### config.mk
export PLATFORM = sky130hd
export DESIGN_NAME = ex_seq_stage
export DESIGN_NICKNAME = d
export VERILOG_FILES = /design/src/rtl/ex_seq_stage.sv
export SDC_FILE = /design/constraint.sdc
export NUM_CORES = 1
export LEC_CHECK = 0
export ABC_AREA = 1
export CAP_MARGIN = 20
export CORE_MARGIN = 2
export CORE_UTILIZATION = 53
export CTS_CLUSTER_DIAMETER = 150
export DETAILED_ROUTE_END_ITERATION = 16
export PLACE_DENSITY = 0.82
export SLEW_MARGIN = 30
export SYNTH_ARGS = -nofsm -noshare
export SYNTH_HDL_FRONTEND = slang
export SYNTH_SLANG_ARGS = --single-unit
### constraint.sdc
create_clock -name clk -period 2.75 [get_ports clk]
set_clock_uncertainty 0.1 [all_clocks]
set_input_delay 0.275 -clock clk [delete_from_list [all_inputs] [get_ports clk]]
set_output_delay 0.275 -clock clk [all_outputs]
set_load 0.02 [all_outputs]
### src/rtl/ex_seq_stage.sv
// ex_seq_stage: sequenced execute stage for the lc3b pipeline.
// Computes ALU results and effective addresses, expands LDI/STI into a
// pointer read followed by the final access, and presents results in a
// registered valid/ready output slot toward the memory stage.
// Optional feature macro: EX_SEQ_ITER_MUL_EN (iterative shift-add MUL for
// class 5; when undefined class 5 completes in one cycle with result=sr1).
module ex_seq_stage #(
  parameter int unsigned WIDTH    = 16,
  parameter int unsigned LSHF_AMT = 1
) (
  input  logic             clk,
  input  logic             rst_n,
  input  logic             flush,
  input  logic             in_valid,
  output logic             in_ready,
  input  logic [2:0]       in_cls,
  input  logic [2:0]       in_aluop,
  input  logic [WIDTH-1:0] in_npc,
  input  logic [WIDTH-1:0] in_sr1,
  input  logic [WIDTH-1:0] in_sr2,
  input  logic [WIDTH-1:0] in_off,
  input  logic             in_addr1_sel,
  input  logic             in_lshf,
  input  logic [2:0]       in_dr,
  output logic             out_valid,
  input  logic             out_ready,
  output logic [1:0]       out_kind,
  output logic             out_ptr,
  output logic [WIDTH-1:0] out_addr,
  output logic [WIDTH-1:0] out_result,
  output logic [WIDTH-1:0] out_wdata,
  output logic [2:0]       out_dr,
  input  logic             ind_valid,
  input  logic [WIDTH-1:0] ind_data
);

  localparam int unsigned SH_W = $clog2(WIDTH);

  localparam logic [2:0] CLS_LD  = 3'd1;
  localparam logic [2:0] CLS_ST  = 3'd2;
  localparam logic [2:0] CLS_LDI = 3'd3;
  localparam logic [2:0] CLS_STI = 3'd4;
  localparam logic [2:0] CLS_MUL = 3'd5;

  localparam logic [2:0] OP_ADD = 3'd0;
  localparam logic [2:0] OP_AND = 3'd1;
  localparam logic [2:0] OP_NOT = 3'd2;
  localparam logic [2:0] OP_SLL = 3'd4;
  localparam logic [2:0] OP_SRL = 3'd5;
  localparam logic [2:0] OP_SRA = 3'd6;

  localparam logic [1:0] KIND_ALU   = 2'd0;
  localparam logic [1:0] KIND_READ  = 2'd1;
  localparam logic [1:0] KIND_WRITE = 2'd2;

`ifdef EX_SEQ_ITER_MUL_EN
  localparam int unsigned CNT_W = $clog2(WIDTH + 1);
  typedef enum logic [2:0] {S_IDLE, S_PTR, S_WAIT, S_FINAL, S_MUL} state_t;
`else
  typedef enum logic [2:0] {S_IDLE, S_PTR, S_WAIT, S_FINAL} state_t;
`endif

  state_t           r_state;
  logic             r_out_valid;
  logic [1:0]       r_out_kind;
  logic             r_out_ptr;
  logic [WIDTH-1:0] r_out_addr;
  logic [WIDTH-1:0] r_out_result;
  logic [WIDTH-1:0] r_out_wdata;
  logic [2:0]       r_out_dr;
  logic [WIDTH-1:0] r_sr2;
  logic             r_final_wr;
  logic [WIDTH-1:0] r_ind_data;
`ifdef EX_SEQ_ITER_MUL_EN
  logic [WIDTH-1:0] r_mcand;
  logic [WIDTH-1:0] r_mplier;
  logic [WIDTH-1:0] r_acc;
  logic [CNT_W-1:0] r_cnt;
`endif

  logic [WIDTH-1:0] w_base;
  logic [WIDTH-1:0] w_off;
  logic [WIDTH-1:0] w_ea;
  logic [SH_W-1:0]  w_shamt;
  logic [WIDTH-1:0] w_alu_res;
  logic             w_slot_free;
  logic             w_accept;

  assign w_base      = in_addr1_sel ? in_sr1 : in_npc;
  assign w_off       = in_lshf ? (in_off << LSHF_AMT) : in_off;
  assign w_ea        = w_base + w_off;
  assign w_shamt     = in_sr2[SH_W-1:0];
  assign w_slot_free = !r_out_valid | out_ready;
  assign in_ready    = rst_n & !flush & (r_state == S_IDLE) & w_slot_free;
  assign w_accept    = in_valid & in_ready;

  assign out_valid  = r_out_valid;
  assign out_kind   = r_out_kind;
  assign out_ptr    = r_out_ptr;
  assign out_addr   = r_out_addr;
  assign out_result = r_out_result;
  assign out_wdata  = r_out_wdata;
  assign out_dr     = r_out_dr;

  // Single-cycle ALU result; class 5 falls back to sr1 when MUL is not built
  always_comb begin
    w_alu_res = in_sr1;
    case (in_aluop)
      OP_ADD:  w_alu_res = in_sr1 + in_sr2;
      OP_AND:  w_alu_res = in_sr1 & in_sr2;
      OP_NOT:  w_alu_res = ~in_sr1;
      OP_SLL:  w_alu_res = in_sr1 << w_shamt;
      OP_SRL:  w_alu_res = in_sr1 >> w_shamt;
      OP_SRA:  w_alu_res = WIDTH'($signed(in_sr1) >>> w_shamt);
      default: w_alu_res = in_sr1;
    endcase
    if (in_cls == CLS_MUL) w_alu_res = in_sr1;
  end

  // Sequencer FSM and output slot; flush overrides all other activity
  always_ff @(posedge clk) begin
    if (!rst_n) begin
      r_state      <= S_IDLE;
      r_out_valid  <= 1'b0;
      r_out_kind   <= KIND_ALU;
      r_out_ptr    <= 1'b0;
      r_out_addr   <= '0;
      r_out_result <= '0;
      r_out_wdata  <= '0;
      r_out_dr     <= '0;
      r_sr2        <= '0;
      r_final_wr   <= 1'b0;
      r_ind_data   <= '0;
`ifdef EX_SEQ_ITER_MUL_EN
      r_mcand      <= '0;
      r_mplier     <= '0;
      r_acc        <= '0;
      r_cnt        <= '0;
`endif
    end else if (flush) begin
      r_state     <= S_IDLE;
      r_out_valid <= 1'b0;
    end else begin
      case (r_state)
        S_IDLE: begin
          if (w_accept) begin
            r_out_dr  <= in_dr;
            r_out_ptr <= 1'b0;
            case (in_cls)
              CLS_LD: begin
                r_out_valid <= 1'b1;
                r_out_kind  <= KIND_READ;
                r_out_addr  <= w_ea;
              end
              CLS_ST: begin
                r_out_valid <= 1'b1;
                r_out_kind  <= KIND_WRITE;
                r_out_addr  <= w_ea;
                r_out_wdata <= in_sr2;
              end
              CLS_LDI, CLS_STI: begin
                r_out_valid <= 1'b1;
                r_out_kind  <= KIND_READ;
                r_out_ptr   <= 1'b1;
                r_out_addr  <= w_ea;
                r_sr2       <= in_sr2;
                r_final_wr  <= (in_cls == CLS_STI);
                r_state     <= S_PTR;
              end
`ifdef EX_SEQ_ITER_MUL_EN
              CLS_MUL: begin
                r_out_valid <= 1'b0;
                r_mcand     <= in_sr1;
                r_mplier    <= in_sr2;
                r_acc       <= '0;
                r_cnt       <= '0;
                r_state     <= S_MUL;
              end
`endif
              default: begin
                r_out_valid  <= 1'b1;
                r_out_kind   <= KIND_ALU;
                r_out_result <= w_alu_res;
              end
            endcase
          end else if (out_ready) begin
            r_out_valid <= 1'b0;
          end
        end
        S_PTR: begin
          if (out_ready) begin
            r_out_valid <= 1'b0;
            r_state     <= S_WAIT;
          end
        end
        S_WAIT: begin
          if (ind_valid) begin
            r_ind_data <= ind_data;
            r_state    <= S_FINAL;
          end
        end
        S_FINAL: begin
          if (w_slot_free) begin
            r_out_valid <= 1'b1;
            r_out_kind  <= r_final_wr ? KIND_WRITE : KIND_READ;
            r_out_ptr   <= 1'b0;
            r_out_addr  <= r_ind_data;
            r_out_wdata <= r_sr2;
            r_state     <= S_IDLE;
          end
        end
`ifdef EX_SEQ_ITER_MUL_EN
        S_MUL: begin
          if (r_cnt == CNT_W'(WIDTH)) begin
            r_out_valid  <= 1'b1;
            r_out_kind   <= KIND_ALU;
            r_out_ptr    <= 1'b0;
            r_out_result <= r_acc;
            r_state      <= S_IDLE;
          end else begin
            if (r_mplier[0]) r_acc <= r_acc + r_mcand;
            r_mcand  <= r_mcand << 1;
            r_mplier <= r_mplier >> 1;
            r_cnt    <= r_cnt + CNT_W'(1);
          end
        end
`endif
        default: r_state <= S_IDLE;
      endcase
    end
  end

endmodule

==> results of run 1 <==
==> sequential cells by signal (all words and copies together) (netlist names) <==
signal / flops
r_final_wr: 1
out_wdata: 16
out_ptr: 1
out_valid: 1
out_kind: 2
r_sr2: 16
out_addr: 16
r_ind_data: 16
out_result: 16
out_dr: 3
r_state: 2
==> where the power goes <==
part           internal [mW]  switching [mW]  total (mW)
Combinational          0.582           0.817        1.40
Sequential              1.33          0.0161        1.35
Clock                  0.647           0.599        1.25
Total                   2.56            1.43        3.99
==> synthesized netlist by cell type (5+ instances only) <==
master / instances
dfxtp_1: 90
nand2_1: 343
clkbuf_1: 39
buf_2: 11
nor2_1: 142
o21ai_0: 133
inv_1: 140
nand3_1: 140
nor3_1: 12
or2_2: 6
xor2_1: 5
o211ai_1: 6
nand4_1: 6
nand3b_1: 8
a21oi_1: 138
ha_1: 37
==> metrics by stage <==
stage	std cells	setup TNS [ns]	utilization, %	hold slack, ns	instance area [sq um]
2_1_floorplan	1312	0	-	0.3245	7662
3_3_place_gp	1665	-0.04200	69.62	0.3319	9738
3_5_place_dp	1665	-0.3428	69.67	0.3369	9746
4_1_cts	1681	0	71.90	0.1278	10060
5_1_grt	1681	0	71.93	0.1392	10060
6_report	1681	0	71.93	0.1335	10060
==> logic make-up after synthesis <==
kind of cell,share of synthesized area (%)
AND/OR/NAND/NOR,37.59
AO/OA/AOI/OAI,20.43
buffers and inverters,10.32
flip-flops,23.51
adder cells (fa/ha/maj),6.564
XOR/XNOR,1.029
multiplexers,0.5552
==> timing repair <==
item,in CTS,in global routing
endpoints found under the setup margin,0,3
setup buffers,0,0
gates resized for setup,0,3
==> routing by layer <==
metal / up-vias / part of all wire, % / routed length (microns) / track usage (%)
li1: 4675 / - / - / -
met1: 4287 / 44 / 12340 / 49.21
met2: 484 / 44 / 12420 / 56.03
met3: 71 / 9.0 / 2551 / 5.293
met4: 0 / 3.4 / 974 / 10.91
met5: - / 0 / 0 / 0
==> cell type report <==
class                   instances  area, sq um  area share [%]
clock buffers                   9        225.2           2.238
clock inverters                 7        86.33          0.8580
inverters                     145        549.3           5.459
multi-input cells            1023         5080           50.48
flip-flops and latches         90         1802           17.91
well taps                     180        225.2           2.238
repair buffers                227         2095           20.82
==> worst min-delay path, delay by kind of cell <==
kind	cells	cell delay, ns
and+or+nand+nor	2	0.14
buffers and inverters	1	0.12
==> worst paths after layout <==
kind	endpoint	depth (start not counted)
worst max-delay path	out_addr[14]	14
worst min-delay path	out_valid	3
worst min register to register	out_wdata[14]	2
worst max register to register	out_addr[0]	12
==> flow_summary.yaml, run 1 <==
setup_path:
  critPathLaunch: "in_addr1_sel"
  reg2reg_from: "r_state[0]"
  required_ns: 2.88
  cp.arrival_ns: 2.65
  cp-end-kind: "register"
  cp_max_fo: 14
  cp_top_family: "compound AO/OA/AOI/OAI gates"
  cp_num_buf_inv: 3
  critPathKind: "input pin to register"
  cpMostUsedCell: "a21oi_1"
  path_cells: "clkdlybuf4s50_1 > buf_4 > buf_4 > nor2_1 > a21oi_1 > ha_1 > a21oi_1 > o21bai_1 > a21oi_1 > nand2_1 > nand2_1 > nand3_1 > nand3_2 > a21oi_2"
  ff2ff_setup_slack_ns: 0.31
  cpPeakStageDelay_ns: 0.47
  startpoint_type: "input pin"
  crit_slowest_cell: "clkdlybuf4s50_1"
synthesis:
  synth_top_area_cell: "dfxtp_1"
  synth.top_cells.by_area: "dfxtp_1 (24%), nand2_1 (17%), nand3_1 (9.1%)"
  synth_top_area_share_pct: 23.51
  synthFlopType: "dfxtp_1"
  synth_edf_count: 0
  ys.warnings.count: 0
  seq_area_frac_synth_pct: 23.51
  postSynthAreaPerCell_sq_um: 5.840
  synthDistinctLibCells: 47
  synthArstFlopShare_pct: 0
  syn-num-nets: 1448
  ys_ff_latch: 90
  netlist_area_sq_um: 7662
  synthCells: 1312
clock_tree:
  postCtsHoldBufs: 0
  clock-root-buffer: "clkbuf_16"
  numCtsBuffers: 9
  clk_latency_ns: 0.35
  clk_pin_slew_ns: 0.08
  cts.path.max_buffers: 2
  cts_tree: "done"
  cts.sinks: 90
  htreeDepth: 3
placed_design:
  gp_congestion: 1.050
  place_ws_ns: -0.1084
  dp_hpwl_microns: 22500
  port_buffers: 152
die:
  rows: 43
  die_area_sq_um: 15440
  fp.dieW_microns: 124.2
  fp.coreArea_sq_um: 13990
  start_util_pct: 54.78
  die_h_microns: 124.2
  ios: 153
finish:
  layout-drive-gt1-share_pct: 8.195
  n_fill_cell: 1214
  final_common_cell: "nand2_1"
  final_cell_mix: "nand2_1 (342), clkdlybuf4s50_1 (150), nor2_1 (142)"
  layout.nets: 1632
  areaGrowthSynthToFinish_pct: 31.32
  antenna_cells: 0
power_and_ir_drop:
  p_leak_nw: 4.619
  p_per_area_nw_per_um2: 396.7
  total_power_mw: 3.992
  peakVddDrop_v: 0.0003653
sta:
  drv_slew: 0
  fin_crit_sh_pct: 91.53
  worst_pin_slew_ns: 0.7718
  min_period_ns: 2.517
  setup_viol: 0
  rsz0062_at_grt: "no"
  hold_violations: 0
  max_slew_margin_pct: 48.47
  fmax_ghz: 0.3973
  timing.final.ws_setup_ns: 0.2328
routing:
  ant_nets: 0
  drt_wl_total_microns: 28290
  via_per_inst: 5.662
  first_pass_iters: 5
  wl_per_cell_microns: 16.83
  num_vias: 9517
  drt_iter0_markers: 952
  drc: 0
worst_hold_path:
  min-delay-start: "rst_n"
  hp-class: "input pin to register"
global_route:
  grt_max_degree: 63
  grt_first_pass_wirelength_microns: 44440
  grtUsageTotal_pct: 35.23
  gr-total-overflow: 0
  grt_pass1_vias: 8689
  antenna_found_initial: 0
flow_run:
  max-cap-violations: 0
status:
  status: "finished clean"
Power figures use the tool's default switching activity.
==> inputs of run 2 (changes only) <==
--- a/config.mk
+++ b/config.mk
@@ -7,11 +7,10 @@
 export LEC_CHECK = 0
 export ABC_AREA = 1
 export CAP_MARGIN = 20
-export CORE_MARGIN = 2
-export CORE_UTILIZATION = 53
+export CORE_MARGIN = 5
+export CORE_UTILIZATION = 35
 export CTS_CLUSTER_DIAMETER = 150
 export DETAILED_ROUTE_END_ITERATION = 16
-export PLACE_DENSITY = 0.82
 export SLEW_MARGIN = 30
 export SYNTH_ARGS = -nofsm -noshare
 export SYNTH_HDL_FRONTEND = slang
==> flow_summary.yaml, run 2 (synthesis gave the netlist of run 1 again) <==
sta:
  hold-worst-slack_ns: 0.1390
  fmax_ghz: 0.3973
  hold_violations: 0
  timing.final.ws_setup_ns: 0.2329
  final.setup.tns_ns: 0
  worst_pin_slew_ns: 0.7041
  rsz0062_at_grt: "no"
  fin_crit_sh_pct: 91.53
  max_slew_margin_pct: 52.88
  setup_viol: 0
  drv_slew: 0
  min_period_ns: 2.517
finish:
  final_cell_mix: "nand2_1 (343), clkdlybuf4s50_1 (151), nor2_1 (142)"
  final_cells: 1774
  layout.nets: 1625
  antenna_cells: 0
  areaGrowthSynthToFinish_pct: 32.04
  final_common_cell: "nand2_1"
  layout-drive-gt1-share_pct: 7.697
power_and_ir_drop:
  p_per_area_nw_per_um2: 388.0
  peakVddDrop_v: 0.0002672
  total_power_mw: 3.925
  p_leak_nw: 4.558
setup_path:
  crit_slowest_cell: "clkdlybuf4s50_1"
  cpPeakStageDelay_ns: 0.45
  critPathKind: "input pin to register"
  cp-end-kind: "register"
  required_ns: 2.93
  cp_max_fo: 14
  cp.arrival_ns: 2.70
  path_cells: "clkdlybuf4s50_1 > buf_4 > nor2_1 > a21oi_1 > ha_1 > inv_1 > fa_1 > inv_1 > nand3_1 > nand2_1 > a21boi_0 > o21ai_1 > xor2_1 > nand2_1 > a21oi_1"
  startpoint_type: "input pin"
placed_design:
  dp_hpwl_microns: 23980
  dp.cells: 1758
  port_buffers: 152
  gp_congestion: 0.9757
  place_ws_ns: -0.1121
global_route:
  grtUsageTotal_pct: 22.89
  gr-total-overflow: 0
  grt_pass1_vias: 8232
  grt_max_degree: 63
  use_met2_pct: 35.83
  grt_first_pass_wirelength_microns: 44790
  use_met1_pct: 31.74
  grt-busiest-layer: "met2"
  antenna_found_initial: 0
  grt_util_met3_pct: 4.511
die:
  start_util_pct: 35.33
  die_h_microns: 158.0
  fp.coreArea_sq_um: 21690
  ios: 153
  rows: 54
  fp.dieW_microns: 158.0
  die_area_sq_um: 24950
clock_tree:
  htreeDepth: 3
  cts_setup_buffers: 0
  clk_pin_slew_ns: 0.07
  postCtsHoldBufs: 0
  cts.sinks: 90
  cts_tree: "done"
  cts.path.max_buffers: 2
  numCtsBuffers: 9
  ctsResizeCount: 0
  clk_latency_ns: 0.34
  clock-root-buffer: "clkbuf_16"
routing:
  drt_wl_total_microns: 29310
  ant_nets: 0
  drc: 0
  via_per_inst: 5.147
  wl_per_cell_microns: 16.52
  drt_iter0_markers: 762
  num_vias: 9130
  first_pass_iters: 5
worst_hold_path:
  hp-class: "input pin to register"
flow_run:
  max-cap-violations: 0
status:
  status: "finished clean"
-- run 2: cell types whose count changed in the layout (fill, tap and decap cells not counted), moves of 2 or more --
| cell | previous run | this run |
|---|---|---|
| buf_4 | 74 | 66 |
| clkinv_4 | 4 | 1 |
| clkinv_8 | 3 | 0 |
| clkinvlp_4 | 0 | 4 |
| inv_6 | 0 | 2 |
-- run 2: path summary, 6_finish.rpt --
kind / depth (start not counted) / endpoint / slack (ns) / from
min reg2reg: 2 / out_wdata[6] / 0.34 / out_wdata[6]
max: 15 / out_addr[8] / 0.23 / in_addr1_sel
max reg2reg: 10 / out_result[9] / 0.35 / r_state[0]
min: 3 / out_valid / 0.14 / rst_n
-- run 2: final cells by class --
class	instances	area (sq um)
multi-input combinational	1023	5077
fill	2309	11570
tap	280	350.3
inverter	145	549.3
sequential	90	1802
clock inverter	6	47.55
timing repair buffer	220	2052
clock buffer	10	239.0
-- run 2: layer usage --
layer | routed length (microns) | vias to the layer above
met5 | 0 | -
met1 | 13170 | 4103
met3 | 2356 | 42
met4 | 852 | 0
met2 | 12930 | 335
li1 | - | 4650
-- run 2: critical path, delay by kind of cell --
family	cells	cell delay, ns
and+or+nand+nor	4	0.30
xor gates and xnor gates	1	0.18
AOI/OAI and AO/OA	4	0.60
adders and majority gates	2	0.58
buffers and inverters	4	0.76
-- run 2: power breakdown --
group	switching (mW)	total (mW)	internal, mW
Clock	0.557	1.20	0.644
Combinational	0.803	1.38	0.575
Sequential	0.0160	1.35	1.33
-- run 2: per-stage QoR --
stage	cell area (sq um)	utilization, %
floorplan	7662	-
global placement	9823	45.29
detailed placement	9831	45.33
CTS	10120	46.65
global route	10120	46.65
finish	10120	46.65
